`src/rtl/dcache_fill.sv`:
```
// Data-cache miss refill engine: victim select, dirty writeback handoff, 8-beat line fetch, single-cycle tag/data commit.
// Optional DCACHE_FILL_INVALID_FIRST_EN: prefer the lowest invalid way over the round-robin victim.
module dcache_fill #(
    parameter int LINE_BEATS = 8
) (
    input  logic                     clock,
    input  logic                     reset,
    input  logic                     lookup2fill_valid,
    output logic                     fill2lookup_ready,
    input  logic [53:0]              lookup2fill_addr,
    input  logic                     lookup2fill_store,
    input  logic [7:0]               lookup2fill_valid_ways,
    input  logic [7:0]               lookup2fill_dirty_ways,
    input  logic                     lookup2fill_busy,
    output logic                     fill2lookup_done,
    output logic                     fill2wb_valid,
    input  logic                     wb2fill_ready,
    output logic [5:0]               fill2wb_index,
    output logic [2:0]               fill2wb_way,
    output logic                     fill2mem_req_valid,
    input  logic                     mem2fill_req_ready,
    output logic [53:0]              fill2mem_req_addr,
    input  logic                     mem2fill_resp_valid,
    input  logic [63:0]              mem2fill_resp_data,
    output logic                     fill2tag_array_valid,
    output logic [5:0]               fill2tag_array_index,
    output logic [2:0]               fill2tag_array_way,
    output logic [43:0]              fill2tag_array_wdata,
    output logic                     fill2data_array_valid,
    output logic [5:0]               fill2data_array_index,
    output logic [2:0]               fill2data_array_way,
    output logic [LINE_BEATS*64-1:0] fill2data_array_wdata
);
    localparam int BEAT_W = $clog2(LINE_BEATS);

    typedef enum logic [2:0] {S_IDLE, S_WB, S_MREQ, S_RECV, S_WRITE, S_DONE} state_e;

    state_e                  state_q, state_d;
    logic [2:0]              rr_q, rr_d;
    logic [BEAT_W-1:0]       beat_q, beat_d;
    logic [53:6]             addr_q, addr_d;
    logic                    store_q, store_d;
    logic [2:0]              way_q, way_d;
    logic                    use_rr_q, use_rr_d;
    logic [LINE_BEATS*64-1:0] line_q, line_d;

    logic [2:0] victim;
    logic       victim_rr;
    logic       wb_v, req_v, wr_v, done_v, unused_bits;

    always_comb begin
        victim    = rr_q;
        victim_rr = 1'b1;
`ifdef DCACHE_FILL_INVALID_FIRST_EN
        // Descending scan so the lowest invalid way wins.
        for (int i = 7; i >= 0; i--) begin
            if (!lookup2fill_valid_ways[i]) begin
                victim    = 3'(i);
                victim_rr = 1'b0;
            end
        end
`endif
    end

`ifdef DCACHE_FILL_INVALID_FIRST_EN
    assign unused_bits = ^lookup2fill_addr[5:0];
`else
    assign unused_bits = ^{lookup2fill_addr[5:0], lookup2fill_valid_ways};
`endif

    always_comb begin
        state_d  = state_q;
        rr_d     = rr_q;
        beat_d   = beat_q;
        addr_d   = addr_q;
        store_d  = store_q;
        way_d    = way_q;
        use_rr_d = use_rr_q;
        line_d   = line_q;
        wb_v     = 1'b0;
        req_v    = 1'b0;
        wr_v     = 1'b0;
        done_v   = 1'b0;
        case (state_q)
            S_IDLE: begin
                if (lookup2fill_valid) begin
                    addr_d   = lookup2fill_addr[53:6];
                    store_d  = lookup2fill_store;
                    way_d    = victim;
                    use_rr_d = victim_rr;
                    state_d  = (lookup2fill_dirty_ways[victim] && lookup2fill_valid_ways[victim])
                               ? S_WB : S_MREQ;
                end
            end
            S_WB: begin
                wb_v = 1'b1;
                if (wb2fill_ready) state_d = S_MREQ;
            end
            S_MREQ: begin
                req_v = 1'b1;
                if (mem2fill_req_ready) begin
                    state_d = S_RECV;
                    beat_d  = '0;
                end
            end
            S_RECV: begin
                if (mem2fill_resp_valid) begin
                    line_d[{beat_q, 6'b0} +: 64] = mem2fill_resp_data;
                    beat_d = beat_q + 1'b1;
                    if (beat_q == BEAT_W'(LINE_BEATS - 1)) state_d = S_WRITE;
                end
            end
            S_WRITE: begin
                // Lookup owns the array ports whenever it is busy; defer the commit.
                if (!lookup2fill_busy) begin
                    wr_v    = 1'b1;
                    rr_d    = rr_q + 3'(use_rr_q);
                    state_d = S_DONE;
                end
            end
            S_DONE: begin
                done_v  = 1'b1;
                state_d = S_IDLE;
            end
            default: state_d = S_IDLE;
        endcase
    end

    always_ff @(posedge clock) begin
        if (!reset) begin
            state_q <= S_IDLE;
            rr_q    <= '0;
            beat_q  <= '0;
        end else begin
            state_q <= state_d;
            rr_q    <= rr_d;
            beat_q  <= beat_d;
        end
    end

    always_ff @(posedge clock) begin
        addr_q   <= addr_d;
        store_q  <= store_d;
        way_q    <= way_d;
        use_rr_q <= use_rr_d;
        line_q   <= line_d;
    end

    // Every handshake output is masked while reset is held so an aborted fill never leaks a write.
    assign fill2lookup_ready     = reset && (state_q == S_IDLE);
    assign fill2wb_valid         = reset && wb_v;
    assign fill2mem_req_valid    = reset && req_v;
    assign fill2tag_array_valid  = reset && wr_v;
    assign fill2data_array_valid = reset && wr_v;
    assign fill2lookup_done      = reset && done_v;

    assign fill2wb_index         = addr_q[11:6];
    assign fill2wb_way           = way_q;
    assign fill2mem_req_addr     = {addr_q, 6'b0};
    assign fill2tag_array_index  = addr_q[11:6];
    assign fill2tag_array_way    = way_q;
    assign fill2tag_array_wdata  = {1'b1, store_q, addr_q[53:12]};
    assign fill2data_array_index = addr_q[11:6];
    assign fill2data_array_way   = way_q;
    assign fill2data_array_wdata = line_q;
endmodule

```
`config.mk`:
```
export PLATFORM = sky130hd
export DESIGN_NAME = dcache_fill
export DESIGN_NICKNAME = d
export VERILOG_FILES = /design/src/rtl/dcache_fill.sv
export SDC_FILE = /design/constraint.sdc
export NUM_CORES = 1
export LEC_CHECK = 0
export ABC_AREA = 1
export CAP_MARGIN = 25
export CORE_AREA = 2 2 305 307
export CTS_BUF_LIST = sky130_fd_sc_hd__clkbuf_4
export CTS_CLUSTER_DIAMETER = 120
export DETAILED_ROUTE_END_ITERATION = 8
export DIE_AREA = 0 0 307 309
export SLEW_MARGIN = 40
export SYNTH_ARGS = -nofsm -noshare
export SYNTH_HDL_FRONTEND = slang
export SYNTH_SLANG_ARGS = --single-unit
```
`constraint.sdc`:
```
create_clock -name clock -period 9.06 [get_ports clock]
set_input_delay 0.906 -clock clock [delete_from_list [all_inputs] [get_ports clock]]
set_output_delay 0.906 -clock clock [all_outputs]
set_load 0.02 [all_outputs]
```
==> results of run 1 <==
worst reg2reg max path, delay by kind of cell, from the launching register on:
kind / cells / cell delay (ns)
buffers and inverters: 6 / 1.73
and+or+nand+nor: 4 / 1.10
DFF: 1 / 0.41
adders and majority gates: 2 / 0.56
area by class of cell:
class | instances | area, sq um | share of cell area, %
Antenna cell | 7 | 17.5 | 0.0539
Clock buffer | 238 | 1790 | 5.50
Clock inverter | 40 | 248 | 0.763
Inverter | 131 | 498 | 1.53
Multi-Input combinational cell | 820 | 3380 | 10.4
Sequential cell | 573 | 17100 | 52.7
Tap cell | 1186 | 1480 | 4.57
Timing Repair Buffer | 795 | 7950 | 24.5
cell usage after synthesis (all sizes together):
cell,instances,share of area [%]
nor2,568,9.8
nor4,1,0.029
nand2,171,2.9
dfxtp,9,0.83
clkinv,1,0.017
nor3b,1,0.057
a21oi,6,0.14
nand4,1,0.029
edfxtp,564,78
o21ai,4,0.092
or2,1,0.029
nand3,25,0.57
conb,2,0.034
nand3b,1,0.034
ha,9,0.52
inv,130,2.2
buf,128,3.9
nor3,25,0.60
clkbuf,26,0.45
per-layer routing:
layer	up-vias	share of wire, %	GRT usage (%)
met5	-	0.033	0
met4	4	3.8	8.52
met3	158	8.7	6.29
met2	874	52	33.7
met1	7640	35	19.3
li1	7192	-	-
logic make-up (layout without fill, tap and decap cells):
kind of cell | Yosys count | in the layout | synth area share (%)
and+or+nand+nor | 794 | 794 | 14.1
other | 2 | 14 | 0.0344
AOI/OAI and AO/OA | 10 | 10 | 0.229
DFF | 573 | 573 | 78.5
buffers and inverters | 285 | 1204 | 6.63
adders and majority gates | 9 | 9 | 0.516
report_power, final:
| part | switching (mW) | internal (mW) | leakage (nW) |
|---|---|---|---|
| Combinational | 1.79 | 0.566 | 4.88 |
| Sequential | 0.0694 | 3.09 | 5.66 |
| Clock | 1.14 | 1.26 | 1.21 |
| Total | 3.00 | 4.92 | 11.7 |
sequential cells by signal, summed over array words and instances, names as in the netlist:
| signal | flops |
|---|---|
| state_q | 3 |
| rr_q | 3 |
| store_q | 1 |
| addr_q | 48 |
| fill2data_array_way | 3 |
| fill2data_array_wdata | 512 |
| beat_q | 3 |
path summary, 6_finish.rpt:
path | endpoint | depth (start not counted)
max reg2reg | fill2data_array_wdata[317] | 12
max | fill2data_array_wdata[317] | 12
min | addr_q[42] | 1
min reg2reg | fill2data_array_way[2] | 0
==> flow_summary_export.csv, run 1 <==
group,metric,value,unit
worst_setup_path,critPathMostFrequentCell,"buf_6",
synthesis,ys_types,28,
routing,via_per_inst,4.19,
floorplan,die_y,309,um
finish,final_cell_mix,"769 x clkdlybuf4s50_1, 564 x edfxtp_1, 562 x nor2_1",
worst_setup_path,crit_type,"reg -> reg",
finish,drive_gt1_share,12.0,%
finish,finalInstanceArea,32500,sq um
routing,drc,0,
clocking,ctsRootBufferMaster,"clkbuf_4",
sta,whs,0.442,ns
worst_setup_path,crit_required,9.69,ns
floorplan,io_pins,785,
worst_setup_path,critPathTopFamily,"buffers and inverters",
global_routing,grt_max_degree,79,
worst_setup_path,slowest_delay,0.54,ns
job,drv_cap,0,
placement,portBuffers,771,
worst_setup_path,cp_max_fo,68,
sta,hold_viol,0,
floorplan,die-area,94900,sq um
clocking,cts_buffer_depth,3,
placement,dp_slack,4.54,ns
finish,area_growth,48.9,%
hold_path,hold_path.class,"in -> reg",
routing,drt_iter0_drc,1108,
placement,place_inst,3504,
floorplan,rows,111,
finish,fillCellCount,9095,
synthesis,ys_warn_count,0,
synthesis,syn-mean-instance-area,13.0,sq um
floorplan,die_x,307,um
finish,layout_commonest_cell,"clkdlybuf4s50_1",
clocking,htree_levels,4,
worst_setup_path,slowest_stage,"clkinv_2",
worst_setup_path,start_kind,"flip-flop",
routing,post_drt_wl_per_cell,23.8,um
pwr,leakagePower,11.7,nW
worst_setup_path,crit_arrival,5.03,ns
clocking,clk_latency,1.06,ns
global_routing,antenna_found_initial,5,
sta,setup_slack,4.65,ns
worst_setup_path,crit_buf_inv,6,
sta,max_freq,227,MHz
worst_setup_path,crit_start,"beat_q[1]",
worst_setup_path,regToRegStartpoint,"beat_q[1]",
placement,hpwlAfterDp,64100,um
pwr,p_per_area,244,nW/um^2
sta,skew,0.0979,ns
routing,ant_nets,0,
sta,setup_violations,0,
synthesis,yosys_register_bits,573,
sta,rsz0062_at_grt,"false",
floorplan,start_util,23.9,%
worst_setup_path,worst-r2r-setup-slack,4.65,ns
synthesis,synth-seq-area-share,78.5,%
routing,wl,90300,um
clocking,cts_setup_buffers,0,
hold_path,hp-start,"lookup2fill_addr[42]",
global_routing,grt_pass1_wl,121000,um
sta,min_period,4.41,ns
clocking,cts_hold_buf,0,
finish,final_nets,2630,
clocking,cts-resized-gates,0,
pwr,ir_drop,312,uV
placement,place_congestion,0.846,
clocking,cts.sinks,573,
sta,min_period_over_period,48.6,%
routing,first_pass_iters,5,
pwr,p_total,7.92,mW
global_routing,grt_pass1_vias,16200,
global_routing,overflow,0,
sta,tightest_slew,0.841,ns
sta,tns,0,ns
finish,instances_no_fill,3790,
worst_setup_path,path_cells,"inv_1 -> ha_2 -> ha_4 -> clkinv_2 -> nor2_1 -> inv_2 -> buf_6 -> nor2_2 -> nand2_4 -> buf_6 -> nor2_4 -> buf_6",
clocking,cts.reportedPaths.clkPinSlew,0.07,ns
floorplan,core-area,91400,sq um
finish,final_util,35.5,%
sta,relSlewSlack,43.9,%
global_routing,grtUsageTotal,18.6,%
placement,placed_cell_area,30400,sq um
sta,maxSlewViolCount,0,
synthesis,netlist_area,21800,sq um
worst_setup_path,cp-end-kind,"flip-flop",
run_status,status,"complete, no violations",
clocking,cts_buffers,158,
synthesis,synthCells,1673,
clocking,cts_tree,"yes",
routing,num_vias,15900,
No activity file was read; power rests on OpenSTA's default activity.
==> run 2, diff against run 1 <==
==> constraint.sdc (replaced) <==
create_clock -name clock -period 4.5 [get_ports clock]
set_input_delay 0.45 -clock clock [delete_from_list [all_inputs] [get_ports clock]]
set_output_delay 0.45 -clock clock [all_outputs]
set_load 0.02 [all_outputs]
==> run 2 against run 1 <==
  * Cell area up 2.3%
  * Die area unchanged
  * Final cell count up 1.5%
  * Clock-buffer cell count down 11
  * Sequential power up 100%
  * Clock skew down 0.0053 ns
  * Critical path depth down 7
==> flow_summary_export.csv, run 2 (synthesized netlist as in run 1, its figures left out) <==
group,metric,value,unit
finish,largest_register_ffs,512,
finish,final_util,36.4,%
sta,tightest_slew,0.899,ns
placement,hpwlAfterDp,65800,um
worst_setup_path,crit_start,"state_q[0]",
global_routing,grt_pass1_vias,16500,
worst_setup_path,crit_type,"reg -> out",
floorplan,core-area,91400,sq um
placement,place_congestion,0.874,
routing,via_per_inst,4.22,
global_routing,overflow,0,
routing,post_drt_wl_per_cell,23.7,um
global_routing,grt-busiest-layer,"met2",
hold_path,hp-start,"mem2fill_resp_data[33]",
finish,final_nets,2705,
placement,dp_slack,1.26,ns
floorplan,io_pins,785,
worst_setup_path,slowest_stage,"clkdlybuf4s50_1",
routing,num_vias,16300,
clocking,cts.reportedPaths.clkPinSlew,0.07,ns
sta,setup_slack,1.01,ns
floorplan,die_y,309,um
clocking,cts_tree,"yes",
sta,maxSlewViolCount,0,
floorplan,rows,111,
pwr,p_per_area,483,nW/um^2
routing,ant_nets,0,
clocking,cts_buffer_depth,3,
routing,drc,0,
clocking,cts_hold_buf,64,
finish,drive_gt1_share,11.5,%
sta,relSlewSlack,39.9,%
sta,min_period_over_period,77.5,%
clocking,ctsRootBufferMaster,"clkbuf_4",
worst_setup_path,crit_arrival,3.04,ns
global_routing,antenna_found_initial,5,
hold_path,hold_path.class,"in -> reg",
global_routing,met3_usage,6.53,%
placement,portBuffers,771,
job,drv_cap,0,
sta,setup_violations,0,
floorplan,die_x,307,um
clocking,cts_setup_buffers,0,
finish,finalInstanceArea,33200,sq um
sta,rsz0062_at_grt,"false",
clocking,cts.sinks,573,
worst_setup_path,slowest_delay,0.67,ns
pwr,leakagePower,12.1,nW
routing,first_pass_iters,5,
global_routing,met1_usage,19.3,%
global_routing,grtUsageTotal,18.7,%
routing,drt_iter0_drc,1269,
worst_setup_path,start_kind,"flip-flop",
sta,hold_viol,0,
clocking,clk_latency,1.01,ns
finish,area_growth,52.4,%
sta,tns,0,ns
global_routing,grtUsageMet2,33.7,%
sta,max_freq,287,MHz
worst_setup_path,crit_required,4.05,ns
clocking,htree_levels,4,
routing,wl,91300,um
worst_setup_path,regToRegStartpoint,"beat_q[1]",
clocking,cts-resized-gates,0,
sta,min_period,3.49,ns
pwr,p_total,16.1,mW
run_status,status,"complete, no violations",
global_routing,grt_max_degree,71,
pwr,ir_drop,575,uV
worst_setup_path,path_cells,"nor2_4 -> nand2_1 -> or2_1 -> nor2_1 -> clkdlybuf4s50_1",
sta,skew,0.0926,ns
worst_setup_path,cp_max_fo,8,
worst_setup_path,crit_buf_inv,1,
worst_setup_path,critPathTopFamily,"simple AND/OR/NAND/NOR gates",
placement,placed_cell_area,30600,sq um
worst_setup_path,cp-end-kind,"output pin",
floorplan,die-area,94900,sq um
clocking,cts_buffers,159,
finish,final_cell_mix,"770 x clkdlybuf4s50_1, 564 x edfxtp_1, 562 x nor2_1",
floorplan,start_util,23.9,%
global_routing,grt_pass1_wl,123000,um
finish,layout_commonest_cell,"clkdlybuf4s50_1",
run 2: path summary, 6_finish.rpt:
path                                 to  slack, ns  depth (start not counted)
max reg2reg   fill2data_array_wdata[63]       1.22                          7
min          fill2data_array_wdata[417]       0.21                          3
max               fill2data_array_valid       1.01                          5
min reg2reg      fill2data_array_way[2]       0.49                          0
run 2: layout make-up:
| cell class | count | area (sq um) |
|---|---|---|
| antenna | 5 | 12.5 |
| clock buffer | 227 | 1700 |
| clock inverter | 37 | 290 |
| fill | 9015 | 58100 |
| inverter | 131 | 497 |
| multi-input combinational | 820 | 3380 |
| sequential | 573 | 17100 |
| tap | 1186 | 1480 |
| timing repair buffer | 869 | 8750 |
run 2: routing by layer:
| metal | share of wire, % | wire (um) |
|---|---|---|
| met1 | 35 | 31900 |
| met2 | 52 | 47800 |
| met3 | 8.6 | 7880 |
| met4 | 4.1 | 3760 |
| met5 | 0.0088 | 8 |
run 2: per-stage QoR:
stage	std cells	hold WS, ns
2_1_floorplan	1678	0.431
3_3_place_gp	3513	0.463
3_5_place_dp	3515	0.478
4_1_cts	3843	0.00157
5_1_grt	3848	0.0682
6_report	3848	0.211
run 2: tightest hold or removal path, stage by stage:
cell	delay (ns)
clkdlybuf4s50_1	0.42
nand2_1	0.10
nor2_1	0.05
run 2: report_power, final:
part	total, mW	leakage (nW)	switching (mW)	internal (mW)
registers	6.37	5.66	0.140	6.23
clock network	4.81	1.19	2.22	2.59
logic	4.88	5.22	3.68	1.20
total	16.1	12.1	6.04	10.0
==> patch 1 (flow settings as in run 2) <==
Build with the macro `DCACHE_FILL_INVALID_FIRST_EN` defined.
--- a/src/rtl/dcache_fill.sv
+++ b/src/rtl/dcache_fill.sv
@@ -1,4 +1,6 @@
 // Data-cache miss refill engine: victim select, dirty writeback handoff, 8-beat line fetch, single-cycle tag/data commit.
 // Optional DCACHE_FILL_INVALID_FIRST_EN: prefer the lowest invalid way over the round-robin victim.
+`define DCACHE_FILL_INVALID_FIRST_EN
+
 module dcache_fill #(
     parameter int LINE_BEATS = 8
Behaviour: not the same (a bounded check fails within 4 cycles, from zero or initial values and one cycle with reset low).
==> patch 1 against run 2 <==
- area after synthesis barely moved
- critical path depth up 1
- sequential cell count is 1 higher
- final area is 0.18% higher
- routed wire length rose by 5.5%
- power fell by 0.34%
- setup slack got worse by 29 ps
- register-to-register slack improved by 150 ps
- maximum frequency shrank 0.82%
- hold slack gained 11 ps
- critical path type unchanged
- largest cell class unchanged
==> patch 1: results (changes against run 2) <==
metric	value	unit	change
ys.flop_type	edfxtp_1		unchanged
antenna_found_initial	16		was 5
max-vdd-ir-drop	0.0006827	V	was 0.0005752 V
drv_cap	0		unchanged
grt_pass1_vias	16410		was 16,470
skew	62.30	ps	was 92.63 ps
ys_types	33		was 28
place_ws	1273	ps	was 1265 ps
worst_pin_slew	858.7	ps	was 898.6 ps
largest_register_ffs	512		unchanged
numCtsBuffers	161		was 159
synth_warnings	0		unchanged
drive_above_1_share	0.1261		was 0.1148
outcome	completed		unchanged
synthAdderAreaFrac	0.005165		was 0.005163
placed_cell_area	0.03064	mm^2	was 0.03059 mm^2
fin_nets	2687		was 2,705
cts.repair.resized	0		unchanged
critPathMaxFanout	6		was 8
wl	96.30	mm	was 91.27 mm
worst_skew_pair.late_latency	1050	ps	was 1010 ps
cts_root_buf	clkbuf_4		unchanged
drt-initial-drc-count	1433		was 1,269
final_hold_viol_count	0		unchanged
grt_util_all_layers	0.1973		was 0.1874
grt_max_degree	78		was 71
htreeDepth	4		unchanged
worst_hold_path_type	in -> reg		unchanged
yosys-mux-area-fraction	0		unchanged
vias_per_cell	4.311		was 4.223
dp.cells	3500		was 3,515
postSynthAreaPerCell	13.22	um^2	was 13.04 um^2
dr.pass1.iters	5		unchanged
synth-compound-area-share	0.006198		was 0.002295
portBuffers	771		unchanged
yosys-top-cells-count	edfxtp_1, nor2_1, nand2_1		was nor2_1, edfxtp_1, nand2_1
p_leak	12.20	nW	was 12.07 nW
stdcell_area	0.03330	mm^2	was 0.03324 mm^2
synth-edff-count	565		was 564
clk_pin_slew_worst_paths	60	ps	
ys_async_sr_fraction	0		unchanged
post-dp-hpwl	70.14	mm	was 65.80 mm
ys_seq_area_frac	0.7865		was 0.7848
wl_per_cell	25.08	um	was 23.72 um
synth_xor_area_frac	0.0004017		was 0
place.gp.congestion	0.8604		was 0.8743
grt_pass1_wl	127.5	mm	was 122.7 mm
clockBufferDepth	3		unchanged
nFillCells	8949		was 9,015
synth_top_family_by_area	simple AND/OR/NAND/NOR gates		unchanged
ys_top_cells_by_area	edfxtp_1, nor2_1, nand2_1		unchanged
==> patch 1: cell types whose count changed after synthesis, moves of 3 or more <==
cell / before / now
a211oi_1: 0 / 3
a21oi_1: 6 / 11
buf_1: 13 / 10
buf_2: 33 / 29
buf_6: 7 / 4
clkbuf_1: 25 / 31
inv_1: 124 / 87
nand2_1: 171 / 210
nor2_1: 566 / 530
nor3_1: 24 / 8
==> patch 1: final cells by class <==
type	instances	area share
clock buffer	225	0.05072
inverter	96	0.01093
antenna	6	0.0004509
sequential	574	0.5149
timing repair buffer	870	0.2621
tap	1186	0.04456
clock inverter	50	0.01041
multi-input combinational	833	0.1059
==> patch 1: metal layers <==
metal	GRT usage	share of wire	vias to the layer above
met1	0.2571	0.42	8116
met4	0.07045	0.025	2
met2	0.3033	0.46	959
met3	0.06933	0.10	141
met5	0	0.000093	-
li1	-	-	7337
==> patch 1: power breakdown <==
part | internal (mW) | switching (mW) | total, mW
registers | 6.24 | 0.134 | 6.38
clock network | 2.54 | 2.34 | 4.88
logic | 1.15 | 3.59 | 4.74
==> patch 1: path summary, 6_finish.rpt <==
check / startpoint / to / slack, ps / depth (start not counted)
worst max-delay path: state_q[0] / fill2data_array_valid / 990 / 6
worst min-delay path: lookup2fill_addr[9] / addr_q[9] / 220 / 1
worst max register to register: beat_q[1] / fill2data_array_wdata[258] / 1370 / 11
worst min register to register: rr_q[0] / rr_q[0] / 490 / 2
==> patch 1: worst max-delay path: stages, from the launching register on <==
cell and delay (ps):
dfxtp_1 370, nor2_1 180, inv_1 80, nor2_2 190, nand2_1 180, nor2_1 360
clkdlybuf4s50_1 680
==> patch 1: repair_timing <==
item | 4_1_cts | 5_1_grt
hold buffers | 58 | 0
setup endpoints to repair | 0 | 0
setup buffers | 0 | 0
endpoints found under the hold margin | 109 | 0
==> patch 2 (flow settings as in run 2) <==
Made on the original files. Reset style: asynchronous (`reset`), changed in one clocked block.
--- a/src/rtl/dcache_fill.sv
+++ b/src/rtl/dcache_fill.sv
@@ -127,5 +127,5 @@
     end
 
-    always_ff @(posedge clock) begin
+    always_ff @(posedge clock or negedge reset) begin
         if (!reset) begin
             state_q <= S_IDLE;
Formal check against the unedited RTL: not equivalent (a bounded check fails within 4 cycles, from zero or initial values and one cycle with reset low; the reset may be asserted at any time).
==> patch 2 against run 2 <==
- clock skew rose by 0.73 ps
- setup slack got worse by 4.7 ps
- clock power decreased by 4%
- utilization down 0.14 points
- via count shrank 1.7%
- final area decreased by 0.40%
- routed wire length down 2.0%
- power fell by 4.4%
- sequential cell count did not move
- area after synthesis hardly changed
- largest cell class unchanged
==> patch 2: results (changes against run 2) <==
metric	value	unit	change
worst_skew_pair.late_latency	1050	ps	was 1010 ps
ff2ff_setup_slack	1120	ps	was 1220 ps
ys_async_sr_fraction	0.01571		was 0
r2r-start	beat_q[0]		was beat_q[1]
numCtsBuffers	155		was 159
hold_path.startpoint	mem2fill_resp_data[15]		was mem2fill_resp_data[33]
slowest_delay	850	ps	was 670 ps
skew	93.37	ps	was 92.63 ps
grtUsageMet2	0.3181		was 0.3373
nFillCells	9010		was 9,015
grt_pass1_vias	16610		was 16,470
timing.critical_path.max_delay_family	buffers and inverters		was simple AND/OR/NAND/NOR gates
met2_length	44.53	mm	was 47.76 mm
startpoint	reset		was state_q[0]
postSynthAreaPerCell	13.19	um^2	was 13.04 um^2
placed_cell_area	0.03050	mm^2	was 0.03059 mm^2
ys_top_cells_by_area	edfxtp_1, nor2_1, nand2_1		unchanged
hold_ws	207.3	ps	was 211.1 ps
slowest_stage	clkdlybuf4s50_1		unchanged
yosys-top-cells-count	edfxtp_1, nor2_1, nand2_1		was nor2_1, edfxtp_1, nand2_1
portBuffers	771		unchanged
grt_pass1_wl	122.6	mm	was 122.7 mm
clk_pin_slew_worst_paths	70	ps	about the same
antenna_found_initial	9		was 5
crit_path_end	fill2lookup_done		was fill2data_array_valid
drt-initial-drc-count	1077		was 1,269
hold_path_end	fill2data_array_wdata[399]		was fill2data_array_wdata[417]
p_leak	11.70	nW	was 12.07 nW
grt_util_all_layers	0.1846		was 0.1874
wl_met1	33.64	mm	was 31.87 mm
wl	89.42	mm	was 91.27 mm
outcome	completed		unchanged
vias	15980		was 16,250
use_met1	0.2014		was 0.1926
endpoint_kind	output port		unchanged
r2r-end	fill2data_array_wdata[293]		was fill2data_array_wdata[63]
critPathMaxFanout	10		was 8
reg2regPathDepth	11		was 7
vias_per_cell	4.186		was 4.223
min_period	3491	ps	was 3486 ps
ys_seq_area_frac	0.7870		was 0.7848
place.gp.congestion	0.8428		was 0.8743
fin_nets	2678		was 2,705
dp.cells	3490		was 3,515
use_met3	0.07269		was 0.06529
synth_warnings	0		unchanged
drive_above_1_share	0.1173		was 0.1148
wl_met3	7.967	mm	was 7.875 mm
worst_hold_path_type	in -> reg		unchanged
slew_headroom	0.4507		was 0.3990
post-dp-hpwl	65.11	mm	was 65.80 mm
dr.pass1.iters	5		unchanged
ys_types	26		was 28
grt_max_degree	67		was 71
ys.flop_type	edfxtp_1		unchanged
max-vdd-ir-drop	0.0005345	V	was 0.0005752 V
## patch 2: cell type report
| cell class | instances | area [um^2] | area share |
|---|---|---|---|
| sequential | 573 | 17160 | 0.5183 |
| timing repair buffer | 864 | 8705 | 0.2629 |
| multi-input combinational | 808 | 3368 | 0.1017 |
| clock buffer | 226 | 1697 | 0.05124 |
| tap | 1186 | 1484 | 0.04482 |
| inverter | 125 | 474.2 | 0.01432 |
| clock inverter | 29 | 206.4 | 0.006235 |
| antenna | 6 | 15.01 | 0.0004535 |
## patch 2: cells by family after synthesis
kind of cell	share of synthesized area
DFF	0.7870
and+or+nand+nor	0.1394
adders and majority gates	0.005164
buffers and inverters	0.06484
xor gates and xnor gates	0.0008035
other	0.0003444
AOI/OAI and AO/OA	0.002467
## patch 2: timing repair
action	CTS	global route
endpoints found under the hold margin	82	0
setup buffers	0	0
setup endpoints to repair	0	0
hold buffers	64	0
## patch 2: where the power goes
part           internal [mW]  switching, mW
clock                   2.40           2.22
sequential              6.27          0.149
combinational           1.11           3.19
